<file path="config.mk">
export PLATFORM = sky130hd
export DESIGN_NAME = move_executor
export DESIGN_NICKNAME = d
export VERILOG_FILES = /design/src/rtl/move_executor_pkg.sv /design/src/rtl/move_executor_gp_register_bank.sv /design/src/rtl/move_executor.sv
export SDC_FILE = /design/constraint.sdc
export NUM_CORES = 1
export LEC_CHECK = 0
export BUFFER_PORTS_ARGS = -buffer_cell sky130_fd_sc_hd__clkbuf_2
export CELL_PAD_IN_SITES_DETAIL_PLACEMENT = 1
export CELL_PAD_IN_SITES_GLOBAL_PLACEMENT = 2
export CORE_MARGIN = 5
export CORE_UTILIZATION = 35
export DETAILED_ROUTE_END_ITERATION = 16
export PLACE_DENSITY = 0.89
export SYNTH_ARGS = -nofsm -noshare
export SYNTH_HDL_FRONTEND = slang
export SYNTH_HIERARCHICAL = 1
export SYNTH_SLANG_ARGS = --single-unit
</file>
<file path="constraint.sdc">
create_clock -name clk -period 2.2 [get_ports clk]
set_input_delay 0.33 -clock clk [delete_from_list [all_inputs] [get_ports clk]]
set_output_delay 0.33 -clock clk [all_outputs]
set_load 0.02 [all_outputs]
</file>
<file path="src/rtl/move_executor_pkg.sv">
// Shared definitions for the move execution stage: register index codes,
// one-hot destination codes, FSM state encoding and small decode helpers.
package move_executor_pkg;

    // Source register index codes (3-bit, bit 2 set is an illegal encoding)
    localparam logic [2:0] REG_A = 3'b000;
    localparam logic [2:0] REG_B = 3'b001;
    localparam logic [2:0] REG_C = 3'b010;
    localparam logic [2:0] REG_D = 3'b011;

    // One-hot destination codes
    localparam logic [3:0] DST_A = 4'b0001;
    localparam logic [3:0] DST_B = 4'b0010;
    localparam logic [3:0] DST_C = 4'b0100;
    localparam logic [3:0] DST_D = 4'b1000;

    // Execution FSM states
    typedef enum logic [1:0] {
        MX_IDLE  = 2'd0,
        MX_READ  = 2'd1,
        MX_WRITE = 2'd2
    } mx_state_t;

    // A move is legal when the source is A..D, the destination is exactly
    // one-hot and the accumulator select agrees with the A destination bit.
    function automatic logic move_is_legal(input logic       acc_sel,
                                           input logic [2:0] src,
                                           input logic [3:0] dst);
        logic onehot;
        onehot = (dst == DST_A) || (dst == DST_B) ||
                 (dst == DST_C) || (dst == DST_D);
        return (src[2] == 1'b0) && onehot && (acc_sel == dst[0]);
    endfunction

    // Convert a one-hot destination to a 2-bit bank index (only meaningful
    // for legal, one-hot inputs).
    function automatic logic [1:0] dst_index(input logic [3:0] dst);
        logic [1:0] idx;
        case (dst)
            DST_B:   idx = 2'd1;
            DST_C:   idx = 2'd2;
            DST_D:   idx = 2'd3;
            default: idx = 2'd0;
        endcase
        return idx;
    endfunction

endpackage

</file>
<file path="src/rtl/move_executor_gp_register_bank.sv">
// gp_register_bank: four general-purpose registers (A..D) with one
// combinational read port and two write ports. The move write port has
// priority over the external load port when both target the same register.
module gp_register_bank #(
    parameter int DATA_WIDTH = 8
) (
    input  logic                  clk,
    input  logic                  rst,
    input  logic [1:0]            i_rd_sel,
    output logic [DATA_WIDTH-1:0] o_rd_data,
    input  logic                  i_mv_we,
    input  logic [1:0]            i_mv_sel,
    input  logic [DATA_WIDTH-1:0] i_mv_data,
    input  logic                  i_ld_we,
    input  logic [1:0]            i_ld_sel,
    input  logic [DATA_WIDTH-1:0] i_ld_data,
    output logic [DATA_WIDTH-1:0] o_reg_a,
    output logic [DATA_WIDTH-1:0] o_reg_b,
    output logic [DATA_WIDTH-1:0] o_reg_c,
    output logic [DATA_WIDTH-1:0] o_reg_d
);

    logic [DATA_WIDTH-1:0] r_bank [4];

    // Register writes: move port first, load port only if not colliding
    always_ff @(posedge clk or posedge rst) begin
        if (rst) begin
            for (int i = 0; i < 4; i++) begin
                r_bank[i] <= '0;
            end
        end else begin
            for (int i = 0; i < 4; i++) begin
                if (i_mv_we && (i_mv_sel == 2'(i))) begin
                    r_bank[i] <= i_mv_data;
                end else if (i_ld_we && (i_ld_sel == 2'(i))) begin
                    r_bank[i] <= i_ld_data;
                end
            end
        end
    end

    // Single read mux
    always_comb begin
        o_rd_data = r_bank[i_rd_sel];
    end

    assign o_reg_a = r_bank[0];
    assign o_reg_b = r_bank[1];
    assign o_reg_c = r_bank[2];
    assign o_reg_d = r_bank[3];

endmodule

</file>
<file path="src/rtl/move_executor.sv">
// move_executor: executes decoded register-to-register moves over a
// valid/ready handshake (IDLE -> READ -> WRITE), flags illegal encodings,
// and exposes an external load port into the register bank.
// Optional feature macro: MOVE_EXEC_ZERO_FLAG_EN adds a registered
// zero_flag reflecting whether the last moved value was zero.
module move_executor
    import move_executor_pkg::*;
#(
    parameter int DATA_WIDTH = 8
) (
    input  logic                  clk,
    input  logic                  rst,
    input  logic                  mv_valid,
    output logic                  mv_ready,
    input  logic                  acc_sel,
    input  logic [2:0]            source_reg_sel,
    input  logic [3:0]            destination_reg_flag,
    input  logic                  load_en,
    input  logic [1:0]            load_sel,
    input  logic [DATA_WIDTH-1:0] load_data,
    output logic [DATA_WIDTH-1:0] reg_a,
    output logic [DATA_WIDTH-1:0] reg_b,
    output logic [DATA_WIDTH-1:0] reg_c,
    output logic [DATA_WIDTH-1:0] reg_d,
    output logic                  done,
    output logic                  err
`ifdef MOVE_EXEC_ZERO_FLAG_EN
    ,
    output logic                  zero_flag
`endif
);

    mx_state_t             r_state;
    logic [1:0]            r_src_q;
    logic [1:0]            r_dst_q;
    logic [DATA_WIDTH-1:0] r_tmp;
    logic                  r_done;
    logic                  r_err;

    logic                  w_legal;
    logic                  w_mv_we;
    logic [DATA_WIDTH-1:0] w_rd_data;

    assign w_legal  = move_is_legal(acc_sel, source_reg_sel, destination_reg_flag);
    // The bank is written on the edge that leaves WRITE
    assign w_mv_we  = (r_state == MX_WRITE);
    // Decoded straight from state so it rises together with async reset
    assign mv_ready = (r_state == MX_IDLE);

    gp_register_bank #(
        .DATA_WIDTH (DATA_WIDTH)
    ) u_bank (
        .clk       (clk),
        .rst       (rst),
        .i_rd_sel  (r_src_q),
        .o_rd_data (w_rd_data),
        .i_mv_we   (w_mv_we),
        .i_mv_sel  (r_dst_q),
        .i_mv_data (r_tmp),
        .i_ld_we   (load_en),
        .i_ld_sel  (load_sel),
        .i_ld_data (load_data),
        .o_reg_a   (reg_a),
        .o_reg_b   (reg_b),
        .o_reg_c   (reg_c),
        .o_reg_d   (reg_d)
    );

    // Move FSM: accept/legality check, source read into tmp, done/err pulses
    always_ff @(posedge clk or posedge rst) begin
        if (rst) begin
            r_state <= MX_IDLE;
            r_src_q <= '0;
            r_dst_q <= '0;
            r_tmp   <= '0;
            r_done  <= 1'b0;
            r_err   <= 1'b0;
        end else begin
            r_done <= 1'b0;
            r_err  <= 1'b0;
            case (r_state)
                MX_IDLE: begin
                    if (mv_valid) begin
                        r_src_q <= source_reg_sel[1:0];
                        r_dst_q <= dst_index(destination_reg_flag);
                        if (w_legal) begin
                            r_state <= MX_READ;
                        end else begin
                            r_err <= 1'b1;
                        end
                    end
                end
                MX_READ: begin
                    // Bank read is pre-edge, so a same-edge load is not seen
                    r_tmp   <= w_rd_data;
                    r_state <= MX_WRITE;
                end
                MX_WRITE: begin
                    r_done  <= 1'b1;
                    r_state <= MX_IDLE;
                end
                default: begin
                    r_state <= MX_IDLE;
                end
            endcase
        end
    end

    assign done = r_done;
    assign err  = r_err;

`ifdef MOVE_EXEC_ZERO_FLAG_EN
    logic r_zero;

    // Zero flag tracks the value written by the most recent completed move
    always_ff @(posedge clk or posedge rst) begin
        if (rst) begin
            r_zero <= 1'b0;
        end else if (r_state == MX_WRITE) begin
            r_zero <= (r_tmp == '0);
        end
    end

    assign zero_flag = r_zero;
`endif

endmodule

</file>
# ---- Word-level counts from Yosys, hierarchy flattened
# Cells that the tools add are included.
dict set report op_classes {
  n_lt_le_gt_ge 1
  n_eq_ne 15
  muxes 19
  n_bitwise 2
  reduce_logical 22
}
# cell count
set ops {}
lappend ops {{$mux 8} 10}
lappend ops {{$bmux 8 s2} 1}
lappend ops {{$eq 2x2->1 const B} 5}
lappend ops {{$logic_and 1x1->1} 10}
lappend ops {{$reduce_bool 2->1} 4}
lappend ops {{$eq 2x1->1 const B} 3}
lappend ops {{$logic_not 2->1} 3}
lappend ops {{$pmux 2 s3} 1}
lappend ops {{$eq 4x1->1 const B} 1}
lappend ops {{$eq 4x2->1 const B} 1}
lappend ops {{$eq 4x3->1 const B} 1}
lappend ops {{$eq 4x4->1 const B} 1}
lappend ops {{$mux 1} 4}
lappend ops {{$mux 2} 2}
lappend ops {{$pmux 2 s2} 1}
lappend ops {{$reduce_and 2->1} 2}
lappend ops {{$ge 3x3->1 const B} 1}
lappend ops {{$logic_or 1x1->1} 3}
lappend ops {{$not 2->3} 1}
lappend ops {{$ne 2x1->1 const B} 1}
lappend ops {{$ne 2x2->1 const B} 1}
lappend ops {{$eq 1x1->1} 1}
lappend ops {{$not 1->1} 1}
dict set report totals {
  register_bits 48
  out_inout_bits 35
}

# ---- Longest topological paths before layout
dict set report logic_depth {
  word_depth 9
  ltp_mapped 6
}

# ---- Modules after synthesis
# The synthesis kept the hierarchy.
# module n_inst cells_each area_each_um2
set by_module_without_submodules {}
lappend by_module_without_submodules {gp_register_bank 1 195 1779.2}
lappend by_module_without_submodules {move_executor 1 48 658.1}

# ---- Worst setup path after synthesis
# No wires, ideal clock.
dict set report synth_timing {
  path_type {reg2reg}
  from {register r_state[0]}
  to {register u_bank.r_bank, in the netlist u_bank/o_reg_a[7]}
  setup_ns 0.129
  arrival_ns 1.372
  t_required_ns 2.071
  slack_ns 0.699
  stages_incl_launch_ff 7
  n_path_buf 2
  period_less_slack_ns 1.501
  path_cell_list {dfrtp_1 nor2b_1 or3b_1 buf_2 buf_6 nor2_4 a31oi_4}
}
dict set report synth_via {
  elab_chain_cells 3
  elab_cells_between_ends 4
  classes_between {eq/ne: 1; mux: 1; reduce/logical: 2}
}
# item line
set synth_lines {}
lappend synth_lines {{start, declared} move_executor.sv:33} ;# mx_state_t r_state;
lappend synth_lines {{start signal, assigned} move_executor.sv:72} ;# r_state <= MX_IDLE;
lappend synth_lines {{start signal, assigned} move_executor.sv:87} ;# r_state <= MX_READ;
lappend synth_lines {{start signal, assigned} move_executor.sv:96} ;# r_state <= MX_WRITE;
lappend synth_lines {{$eq 2x2->1 *} move_executor.sv:46} ;# assign w_mv_we = (r_state == MX_WRITE);
lappend synth_lines {{via w_mv_we} move_executor.sv:41} ;# logic w_mv_we;
lappend synth_lines {{$logic_and 1x1->1 *} move_executor_gp_register_bank.sv:33} ;# if (i_mv_we && (i_mv_sel == 2'(i))) begin
lappend synth_lines {{$mux 8 / $reduce_bool 2->1 (equally long branches)} n/a}
lappend synth_lines {{end signal, assigned by index} move_executor_gp_register_bank.sv:34} ;# r_bank[i] <= i_mv_data;
lappend synth_lines {{end signal, assigned by index} move_executor_gp_register_bank.sv:36} ;# r_bank[i] <= i_ld_data;
lappend synth_lines {{end, declared} move_executor_gp_register_bank.sv:23} ;# logic [DATA_WIDTH-1:0] r_bank [4];
# Mark *: on every way through the listed nets, which the timed path passes. The rest lies on a longest branch.
# A chain may end at the register's enable or synchronous reset.

# ---- Final worst setup path
dict set report layout_timing {
  from {register r_state[1]}
  to {register u_bank.r_bank, in the netlist u_bank/o_reg_a[5]}
}
# Same word-level chain as after synthesis.

==> out/qor.yml <==
status: "finished clean"
hold_buffers: 0
pre_cts_slack_ns: 0.3336
r2r_slack_ns: 0.32
synth_nets: 265
area_growth_pct: 18.33
die_h_microns: 93.45
synthMuxAreaShare_pct: 12.01
vias_per_cell: 5.306
timing.rr.end: "u_bank/o_reg_a[5]"
dp_hpwl_microns: 5237
fmax_mhz: 532.9
die_width_microns: 93.45
critPathArrivalTime_ns: 2.02
antenna_found_initial: 0
synthXorXnorAreaFrac_pct: 0.7187
clk_pin_slew_ns: 0.09
antenna_left: 0
end_kind: "flip-flop"
rsz0062_at_grt: "no"
hold_class: "in2async"
peakVddDrop_v: 0.0003326
grt_max_degree: 33
htreeDepth: 2
required_ns: 2.34
timing.rr.start: "r_state[1]"
skew_ns: 0.01022
synth.yosys.seq_area_share_pct: 49.28
cts_resized: 0
start_util_pct: 35.87
critPathTopFamily: "simple AND/OR/NAND/NOR gates"
tightest_slew_ns: 0.7893
setup_viol: 0
layout.nets: 317
wl_per_cell_microns: 18.62
cpMaxStageDelayCell: "or3b_1"
cp-start-kind: "flip-flop"
cts.sink_count: 48
yosys-top-cells-area: "dfrtp_1, nand2_1, mux4_2"
crit_path_max_fanout: 16
synth-simple-area-share_pct: 22.33
relSlewSlack_pct: 47.38
clockPowerShare_pct: 22.0
yosysUniqueCellTypes: 30
drc: 0
reg2regPathDepth: 4
antennaDiodeCount: 0
synth_top_area_share_pct: 49.28
place_congestion: 0.7689
utilization_pct: 42.45
nFillCells: 794
synth_cells: 243
p_seq_share_pct: 51.4
slew_violations: 0
worst-path-buf-inv: 0
syn-cell-area_sq_mm: 0.002437
grt_usage_pct: 17.51
cts-root-buf: "clkbuf_8"
fp.coreArea_sq_mm: 0.006794
path_cells: "nor2b_1, or3b_1, nor2_1, a31oi_2"
cts_setup_buffers: 0
portBuffers: 56
dr.pass1.iters: 4
vias: 2080
fin_crit_ns: 1.877
synth_top_area_cell: "dfrtp_1"
max-cap-violations: 0
tns_ns: 0
multi_input_area_sq_mm: 0.001144
drt_iter0_markers: 102
power.total_mw: 2.559
critPathMaxStageDelay_ns: 0.73
grt_pass1_wl_microns: 11760
drive_gt1_share_pct: 32.77
total_leakage_power_nw: 1.364
synth_adder_area_share_pct: 0
ys_ff_latch: 48
setup_ws_ns: 0.3234
p_int_mw: 1.642
rows: 30
synth_top_family_by_area: "simple AND/OR/NAND/NOR gates"
worst_skew_pair.late_latency_ns: 0.30
pin_count: 57
holdWs_ns: 0.1088
cts.path.max_buffers: 2
yosysWarnings: 6
cts_buffers: 5
power_density_mw_per_mm2: 887.5
critical_path_class: "reg2reg"
switching_share_pct: 35.86
post-route-period-util_pct: 85.30
hold_violations: 0
synth_compound_area_share_pct: 11.86
switching_power_mw: 0.9177
grt_pass1_vias: 2230
gr-total-overflow: 0
drt-total-wl_microns: 7298
comb_power_share_pct: 26.6
die_area_sq_mm: 0.008733
avgSynthCellArea_sq_um: 10.03
seqCellArea_sq_mm: 0.001201
cts_tree: "built"
-- logic make-up (layout without fill, tap and decap cells) --
family | count (synthesis) | after routing
xor+xnor | 2 | 2
buf+inv | 19 | 72
compound gates | 36 | 36
flops | 48 | 48
simple gates | 120 | 120
mux | 18 | 18
-- worst min-delay path: stages --
cell,delay (ns)
clkbuf_2,0.09
inv_1,0.04
buf_4,0.38
-- worst max path at each step --
stage / start / end / cells after the start / slack, ns
2_1_floorplan: r_state[0] / u_bank/o_reg_a[7] / 6 / 0.70
3_3_place_gp: r_state[0] / u_bank/o_reg_a[2] / 4 / 0.43
3_5_place_dp: r_state[1] / u_bank/o_reg_a[5] / 4 / 0.33
4_1_cts: r_state[1] / u_bank/o_reg_a[5] / 4 / 0.32
5_1_grt: r_state[1] / u_bank/o_reg_a[5] / 4 / 0.20
6_report: r_state[1] / u_bank/o_reg_a[5] / 4 / 0.32
-- synth_stat cells --
library cell and instances:
nand2_1 66, xnor2_1 2, or3b_1 3, and3_1 1, clkbuf_1 4, buf_6 1, inv_1 3, nor2b_1 1
mux4_2 8, nor2_4 1, a31oi_4 1, nand3_1 2, dfrtp_1 48, a31oi_1 24, a22oi_1 1, nor2_2 1
or4b_1 1, and3b_1 3, nand2b_1 1, nand3b_1 4, nor3b_2 1, mux2_2 10, nor3b_1 1, and4bb_2 1
buf_2 11, a21oi_1 1, a31oi_2 7, nor3_1 1, o41ai_1 2, nor2_1 32
-- registers in the layout, summed over array words and instances (netlist names) --
name            cells
r_tmp               8
r_state             2
r_src_q             2
u_bank/o_reg_d      8
done                1
u_bank/o_reg_a      8
u_bank/o_reg_c      8
err                 1
r_dst_q             2
u_bank/o_reg_b      8
-- power groups by stage --
| stage | clock [mW] | combinational (mW) | sequential, mW |
|---|---|---|---|
| floorplan | 0 | 0.344 | 1.39 |
| global placement | 0 | 0.660 | 1.33 |
| detailed placement | 0 | 0.692 | 1.33 |
| CTS | 0.576 | 0.693 | 1.32 |
| global route | 0.607 | 0.745 | 1.35 |
| finish | 0.562 | 0.681 | 1.32 |
-- layout by cell type, fill, tap and decap left out, drive strengths merged --
master,netlist,routed
and3b,3,3
clkbuf,4,64
nand2,66,66
a31oi,32,32
mux2,10,10
nor3,1,1
o41ai,2,2
inv,3,3
nor2,34,34
a22oi,1,1
nand3,2,2
nand2b,1,1
buf,12,5
mux4,8,8
nor2b,1,1
nor3b,2,2
and3,1,1
nand3b,4,4
dfrtp,48,48
or4b,1,1
xnor2,2,2
and4bb,1,1
or3b,3,3
a21oi,1,1
-- layer usage --
layer	GRT usage (%)	part of all wire, %	vias up
met4	4.518	0.99	0
met5	0	0	-
li1	-	-	945
met1	23.22	44	1069
met3	2.414	4.6	7
met2	29.96	51	59
-- stage by stage --
step,std cells,area [sq um]
after floorplan,243,2437
after CTS,392,2884
final,392,2884
after global placement,384,2794
after global routing,392,2884
after detailed placement,384,2794
-- final cells by class --
class / count / area share [%]
repair buffers: 61 / 11.02
multi-input cells: 176 / 39.65
well taps: 96 / 4.165
clock buffers: 8 / 3.124
inverters: 3 / 0.3905
flip-flops and latches: 48 / 41.65
Note: power is estimated with default switching activity, not from simulation.
